$ cat config.mk
export PLATFORM = sky130hd
export DESIGN_NAME = pe_job_scheduler
export DESIGN_NICKNAME = d
export VERILOG_FILES = /design/src/rtl/pe_job_scheduler.sv
export SDC_FILE = /design/constraint.sdc
export NUM_CORES = 1
export LEC_CHECK = 0
export ABC_CLOCK_PERIOD_IN_PS = 4100
export BUFFER_PORTS_ARGS = -buffer_cell sky130_fd_sc_hd__buf_2
export CAP_MARGIN = 5
export CORE_MARGIN = 2
export CORE_UTILIZATION = 58
export CTS_CLUSTER_SIZE = 25
export DETAILED_ROUTE_END_ITERATION = 6
export GPL_TIMING_DRIVEN = 1
export PLACE_DENSITY = 0.79
export SETUP_SLACK_MARGIN = 0.02
export SLEW_MARGIN = 25
export SYNTH_ARGS = -nofsm -noshare
export SYNTH_HDL_FRONTEND = slang
export SYNTH_SLANG_ARGS = --single-unit
$ cat constraint.sdc
create_clock -name clk -period 4.1 [get_ports clk]
set_input_delay 0.615 -clock clk [delete_from_list [all_inputs] [get_ports clk]]
set_output_delay 0.615 -clock clk [all_outputs]
set_load 0.05 [all_outputs]
$ cat src/rtl/pe_job_scheduler.sv
// pe_job_scheduler: queues {base, len} jobs and streams each one as a
// read -> PE -> write pipeline over a 2^AW-word buffer, one word per cycle.
// Jobs run back to back with no bubble when the next job is already queued.
module pe_job_scheduler #(
    parameter int AW     = 4,
    parameter int QDEPTH = 4
) (
    input  logic                    clk,
    input  logic                    rst_n,
    input  logic                    clr,
    input  logic                    job_valid,
    output logic                    job_ready,
    input  logic [AW-1:0]           job_base,
    input  logic [AW-1:0]           job_len,
    output logic                    en_rd,
    output logic [AW-1:0]           addr_rd,
    output logic                    en_pe,
    output logic                    en_wr,
    output logic [AW-1:0]           addr_wr,
    output logic                    job_done,
    output logic                    busy,
    output logic [$clog2(QDEPTH):0] q_count
);

    localparam int CW = $clog2(QDEPTH) + 1;
    localparam int PW = (QDEPTH > 1) ? $clog2(QDEPTH) : 1;

    typedef enum logic [1:0] {
        S_IDLE,
        S_RUN,
        S_DRAIN
    } state_t;

    // Job queue storage and bookkeeping
    logic [AW-1:0] r_q_base [QDEPTH];
    logic [AW-1:0] r_q_len  [QDEPTH];
    logic [PW-1:0] r_wptr;
    logic [PW-1:0] r_rptr;
    logic [CW-1:0] r_count;

    // Control
    state_t        r_state;
    state_t        w_state_nxt;
    logic          w_push;
    logic          w_pop;
    logic          w_q_empty;
    logic          w_rd_last;
    logic          w_pipe_empty;
    logic [AW-1:0] w_head_base;
    logic [AW-1:0] w_head_len;

    // Read stage: current address and words left after this one
    logic          r_en_rd;
    logic [AW-1:0] r_addr_rd;
    logic [AW-1:0] r_rd_cnt;

    // PE stage and write stage, each carrying its address and last-word tag
    logic          r_en_pe;
    logic [AW-1:0] r_pe_addr;
    logic          r_pe_last;
    logic          r_en_wr;
    logic [AW-1:0] r_addr_wr;
    logic          r_wr_last;

    // Circular-pointer advance that also works for non-power-of-two depths.
    function automatic logic [PW-1:0] ptr_inc(input logic [PW-1:0] p);
        return (p == PW'(QDEPTH - 1)) ? '0 : p + PW'(1);
    endfunction

    // job_ready depends only on the registered count, never on job_valid, so
    // a full queue refuses a push even in the cycle it pops.
    assign job_ready    = (r_count < CW'(QDEPTH));
    assign w_push       = job_valid & job_ready & ~clr;
    assign w_q_empty    = (r_count == '0);
    assign w_head_base  = r_q_base[r_rptr];
    assign w_head_len   = r_q_len[r_rptr];
    assign w_rd_last    = r_en_rd & (r_rd_cnt == '0);
    assign w_pipe_empty = ~r_en_pe & ~r_en_wr;

    // Queue payload write on an accepted push.
    // NOTE: the payload array has no reset; a word is only ever read after it
    // has been written, and the pointers/count alone define what is valid.
    always_ff @(posedge clk) begin
        if (w_push) begin
            r_q_base[r_wptr] <= job_base;
            r_q_len[r_wptr]  <= job_len;
        end
    end

    // Queue pointers and occupancy; clr empties the queue at the next edge.
    // NOTE: all state is updated with non-blocking assignments so every
    // register samples pre-edge values regardless of block ordering.
    always_ff @(posedge clk or negedge rst_n) begin
        if (!rst_n) begin
            r_wptr  <= '0;
            r_rptr  <= '0;
            r_count <= '0;
        end else if (clr) begin
            r_wptr  <= '0;
            r_rptr  <= '0;
            r_count <= '0;
        end else begin
            if (w_push) r_wptr <= ptr_inc(r_wptr);
            if (w_pop)  r_rptr <= ptr_inc(r_rptr);
            r_count <= r_count + CW'(w_push) - CW'(w_pop);
        end
    end

    // FSM state register.
    always_ff @(posedge clk or negedge rst_n) begin
        if (!rst_n) begin
            r_state <= S_IDLE;
        end else begin
            r_state <= w_state_nxt;
        end
    end

    // FSM next state and head-of-queue pop decision.
    // NOTE: every output of this block gets a default first, so no path
    // leaves a signal unassigned and no latch is inferred.
    always_comb begin
        w_state_nxt = r_state;
        w_pop       = 1'b0;
        case (r_state)
            S_IDLE: begin
                if (!w_q_empty) begin
                    w_pop       = 1'b1;
                    w_state_nxt = S_RUN;
                end
            end
            S_RUN: begin
                if (w_rd_last) begin
                    if (!w_q_empty) begin
                        w_pop = 1'b1;
                    end else begin
                        w_state_nxt = S_DRAIN;
                    end
                end
            end
            S_DRAIN: begin
                if (w_pipe_empty) begin
                    if (!w_q_empty) begin
                        w_pop       = 1'b1;
                        w_state_nxt = S_RUN;
                    end else begin
                        w_state_nxt = S_IDLE;
                    end
                end
            end
            default: begin
                w_state_nxt = S_IDLE;
            end
        endcase
        if (clr) begin
            w_pop       = 1'b0;
            w_state_nxt = S_IDLE;
        end
    end

    // Read stage: load a popped job, otherwise step the address until the last word.
    always_ff @(posedge clk or negedge rst_n) begin
        if (!rst_n) begin
            r_en_rd   <= 1'b0;
            r_addr_rd <= '0;
            r_rd_cnt  <= '0;
        end else if (clr) begin
            r_en_rd <= 1'b0;
        end else if (w_pop) begin
            r_en_rd   <= 1'b1;
            r_addr_rd <= w_head_base;
            r_rd_cnt  <= w_head_len;
        end else if (r_en_rd) begin
            if (r_rd_cnt == '0) begin
                r_en_rd <= 1'b0;
            end else begin
                r_addr_rd <= r_addr_rd + AW'(1);
                r_rd_cnt  <= r_rd_cnt - AW'(1);
            end
        end
    end

    // PE and write stages: shift valid/last tags, hold addresses when idle.
    always_ff @(posedge clk or negedge rst_n) begin
        if (!rst_n) begin
            r_en_pe   <= 1'b0;
            r_pe_addr <= '0;
            r_pe_last <= 1'b0;
            r_en_wr   <= 1'b0;
            r_addr_wr <= '0;
            r_wr_last <= 1'b0;
        end else if (clr) begin
            r_en_pe   <= 1'b0;
            r_pe_last <= 1'b0;
            r_en_wr   <= 1'b0;
            r_wr_last <= 1'b0;
        end else begin
            r_en_pe   <= r_en_rd;
            r_pe_last <= w_rd_last;
            if (r_en_rd) r_pe_addr <= r_addr_rd;
            r_en_wr   <= r_en_pe;
            r_wr_last <= r_pe_last;
            if (r_en_pe) r_addr_wr <= r_pe_addr;
        end
    end

    assign en_rd    = r_en_rd;
    assign addr_rd  = r_addr_rd;
    assign en_pe    = r_en_pe;
    assign en_wr    = r_en_wr;
    assign addr_wr  = r_addr_wr;
    assign job_done = r_en_wr & r_wr_last;
    assign busy     = (r_state != S_IDLE) | (r_count != '0) | r_en_rd | r_en_pe | r_en_wr;
    assign q_count  = r_count;

endmodule

======== Word level (Yosys, flattened, before mapping) ========
Memory sizes are Yosys's and may differ from the RTL's.
Cells that the tools add are included.
storage, ports and cells
  register bits ........................... 30
  bits in writable memories ............... 32
  word-level logic and storage cells ...... 90
  memories kept ........................... 2
cells by class
  $add $sub $neg .......................... 6
  $lt $le $gt $ge ......................... 1
  equality and inequality tests ........... 9
  multiplexer cells ....................... 35
  bitwise logic cells ..................... 12
  reduce and logical (&&, ||, !) cells .... 12
memories
  name      words  bits a word  read ports  clocked after memory_dff  wr ports  RTL line  text
  r_q_base  4      4            1           0                         1         35        logic [AW-1:0] r_q_base [QDEPTH];
  r_q_len   4      4            1           0                         1         36        logic [AW-1:0] r_q_len [QDEPTH];
operator list
  operator             count
  $mux 4               6
  $mux 2               11
  $mux 1               15
  $ne 3x3->1 const B   4
  $reduce_bool 2->1    4
  $eq 2x2->1 const B   3
  $pmux 2 s3           1
  $and 1x1->1          5
  $add 2x1->2 const B  2
  $add 4x1->4 const B  1
  $logic_not 4->1      1
  $or 1x1->1           4
  $reduce_and 2->1     2
  $reduce_and 4->1     1
  $sub 4x1->4 const B  1
  $add 3x1->3          1
  $logic_not 3->1      1
  $lt 3x3->1 const B   1
  $mux 3               1
  $not 1->1            3
  $pmux 1 s3           1
  $reduce_and 3->1     1
  $reduce_bool 3->1    1
  $sub 3x1->3          1
  3 further kinds      3

======== Longest topological paths before layout ========
  depth in word-level cells ............... 7
  depth in mapped cells ................... 13
  depth with buffers taken out ............ 13

======== Least setup slack after synthesis ========
No wires, ideal clock.
  path type ............................... reg-to-reg
  from .................................... reg r_state[0]
  to ...................................... reg r_count[2], in the netlist q_count[2]
  library setup time ...................... 0.130 ns
  arrival ................................. 2.760 ns
  data required time ...................... 3.970 ns
  slack ................................... 1.210 ns
  cell stages (with the launch flop) ...... 14
  buffers on the path ..................... 0
  clock period less this slack ............ 2.890 ns
  path through ............................ dfrtp_1 > inv_1 > ha_1 > nor4bb_1 > a311oi_2 > nor3_4 > ha_1 > inv_1 > ha_1 > inv_1 > fa_1 > xnor2_1 > xnor2_1 > nor2_1
on the way
  cells in the longest elaborated chain, start to end .. 5
  elaborated cells on any way between the ends .. 7
  those cells by class .................... add/sub (1); eq/ne (2); mux (3); reduce/logical (1)
RTL lines
  item                                RTL line  text
  start: declaration                  42        state_t r_state;
  start signal: assignment            114       r_state <= w_state_nxt;
  $eq 2x2->1 (tied with other cells)  124       case (r_state)
  $pmux 1 s3 (*)                      124
  $mux 1 (*)                          154       if (clr) begin
  $sub 3x1->3 (*)                     105       r_count <= r_count + CW'(w_push) - CW'(w_pop);
  $mux 3 (*)                          98        end else if (clr) begin
  end signal: assignment              105
  end: declaration                    39        logic [CW-1:0] r_count;
Every way passes the cells marked *; elsewhere a longest branch is shown, timed or not.
A chain may end at the register's enable or synchronous reset.

======== Worst setup path in the final report ========
Same ends and word-level chain as after synthesis.

==> impl_metrics.toml <==
[final_layout]
final_cell_mix = "edfxtp_1 (32), dfrtp_1 (30), buf_2 (28)"
seq_area_um2 = 1710
diodes = 0
drive_above_1_share = 0.323
synthToLayoutAreaGrowth_pct = 12.3
final_common_cell = "edfxtp_1"
nNetsFinal = 246
final_cell_area_um2 = 3150
final_core_util = 0.671
fin_cells = 277
multi_input_area_um2 = 1030
fill_cells = 336

[clock_tree]
cts_buffer_depth = 2
h-tree-depth = 3
post-cts-setup-buffer-count = 0
ctsHoldBuffers = 0
cts_sinks = 62
cts_made_buffers = 9
cts_resized = 0
path_clk_slew_ps = 60
cts_tree = "done"
worstSkewPairLatency_ps = 330
root_buffer = "clkbuf_8"

[grt]
antenna_found_initial = 0
grt_pass1_wl_um = 7420
grt_max_degree = 31
grt_usage = 0.189
gr-total-overflow = 0
grt_pass1_vias = 1602

[detailed_routing]
via_per_inst = 5.48
first_pass_iters = 4
dr_total_vias = 1517
antenna_left = 0
drc = 0
drt_iter0_markers = 74
drt_wl_total_um = 4370
wl_per_cell_um = 15.8

[power]
p_per_area_nw_per_um2 = 722
finalPower_mw = 2.27
ir_drop_v = 0.000301
p_leak_nw = 1.31

[critical_path]
max_stage_delay_ps = 480
worstPathArrival_ps = 3460
crit_path_top_delay_cell = "nor3_4"
cp-end-kind = "flop"
crit_fanout = 10
crit_chain = "inv_1 -> ha_1 -> nor4bb_1 -> a311oi_2 -> nor3_4 -> ha_1 -> inv_1 -> ha_1 -> inv_1 -> fa_1 -> xnor2_1 -> xnor2_1 -> nor2_1"
crit_path_start_kind = "flop"
critPathKind = "flop to flop"
worst_ep_required_time_ps = 4310

[logic_synthesis]
synth.distinct_cells = 33
ys_warn_count = 0
ys_ff_latch = 62
yosysSeqAreaShare = 0.610
syn_inst = 184
ys.flop_type = "edfxtp_1"
syn-cell-area_um2 = 2810
synth_nets = 212
synth_edf_count = 32
async_reset_ff_frac = 0.484
synth.avg_cell_area_um2 = 15.2

[die]
die-area_um2 = 5410
ios = 29
fp-row-count = 25
initial_core_util = 0.598
die_x_um = 73.5
core_area_um2 = 4690
die_h_um = 73.5

[sta]
hold_viol = 0
period_needed_ps = 3260
fin_crit_sh = 0.794
setup_tns_ps = 0
rsz0062_at_grt = "false"
setup_viol_count_final = 0
relSlewSlack = 0.539
clock_skew_ps = 4.18
worst_pin_slew_ps = 686
maxSlewViolCount = 0
fmax_mhz = 307

[placement]
place_congestion = 0.771
dpl.cell_count = 261
dpl.hpwl_um = 3140
placed_area_um2 = 2990
port_buffers = 28

[run_status]
status = "complete, no violations"

[min_path]
hp-class = "primary input to asynchronous set/reset pin"

[run]
max-cap-violations = 0
==> per-layer routing <==
metal / part of all wire / routed length, um / global-route usage
met3: 0.032 / 139 / 0.0453
met2: 0.52 / 2270 / 0.320
met5: 0 / 0 / 0
met1: 0.43 / 1880 / 0.225
met4: 0.019 / 83 / 0.0909
==> sequential cells by signal, summed over array words and instances (netlist names) <==
signal	count
addr_rd	4
en_rd	1
q_count	3
r_pe_addr	4
r_wptr	2
r_wr_last	1
en_wr	1
r_q_len	16
r_rptr	2
r_q_base	16
r_pe_last	1
en_pe	1
addr_wr	4
r_rd_cnt	4
r_state	2
==> final cells by class <==
type	count	area share
clock buffer	10	0.0405
clock inverter	6	0.00914
inverter	12	0.0143
multi-input combinational	105	0.327
sequential	62	0.544
tap	54	0.0215
timing repair buffer	28	0.0445
==> report_power, final <==
part | switching (mW) | total [mW] | internal, mW
logic | 0.538 | 0.918 | 0.380
clock network | 0.212 | 0.422 | 0.210
registers | 0.139 | 0.935 | 0.796
==> critical path, delay by kind of cell (launching register included) <==
kind | cells | cell delay [ps]
AO/OA/AOI/OAI | 1 | 120
XOR/XNOR | 2 | 360
adder cells (fa/ha/maj) | 4 | 1150
buffers and inverters | 3 | 220
flip-flops | 1 | 420
AND/OR/NAND/NOR | 3 | 870
==> final timing paths <==
check | from | end | slack, ps | cells after the start
min | rst_n | r_state[1] | 310 | 1
min reg2reg | r_pe_last | r_wr_last | 480 | 1
max | r_state[0] | q_count[2] | 840 | 13
max reg2reg | r_state[0] | q_count[2] | 840 | 13
max in group asynchronous | rst_n | addr_rd[3] | 3360 | 1
min in group clk | r_pe_last | r_wr_last | 480 | 1
==> stage by stage <==
stage          setup slack [ps]  hold slack (ps)
2_1_floorplan              1210              319
3_3_place_gp               1080              449
3_5_place_dp                807              467
4_1_cts                     821              336
5_1_grt                     599              368
6_report                    845              310
==> synthesized netlist by cell type (2+ instances only) <==
cell,instances,share of area
nor2_1,7,0.0094
xor2_1,3,0.0094
buf_1,2,0.0027
nor2b_1,7,0.016
edfxtp_1,32,0.34
ha_1,15,0.067
a21oi_1,3,0.0054
dfrtp_1,30,0.27
mux2_2,19,0.076
nand3_1,3,0.0054
clkbuf_1,2,0.0027
nand2b_1,5,0.011
mux2i_1,3,0.011
and2_1,6,0.013
mux4_2,8,0.064
or2_2,2,0.0045
nor3_1,6,0.011
xnor2_1,4,0.012
o21ai_0,2,0.0036
inv_1,12,0.016
==> logic make-up after synthesis <==
family | after synthesis | share of synthesized area
buffers and inverters | 17 | 0.0232
multiplexers | 30 | 0.151
flip-flops | 62 | 0.610
XOR/XNOR | 7 | 0.0219
AO/OA/AOI/OAI | 9 | 0.0236
AND/OR/NAND/NOR | 43 | 0.0959
adder cells (fa/ha/maj) | 16 | 0.0740
No activity file was read; power rests on OpenSTA's default activity.
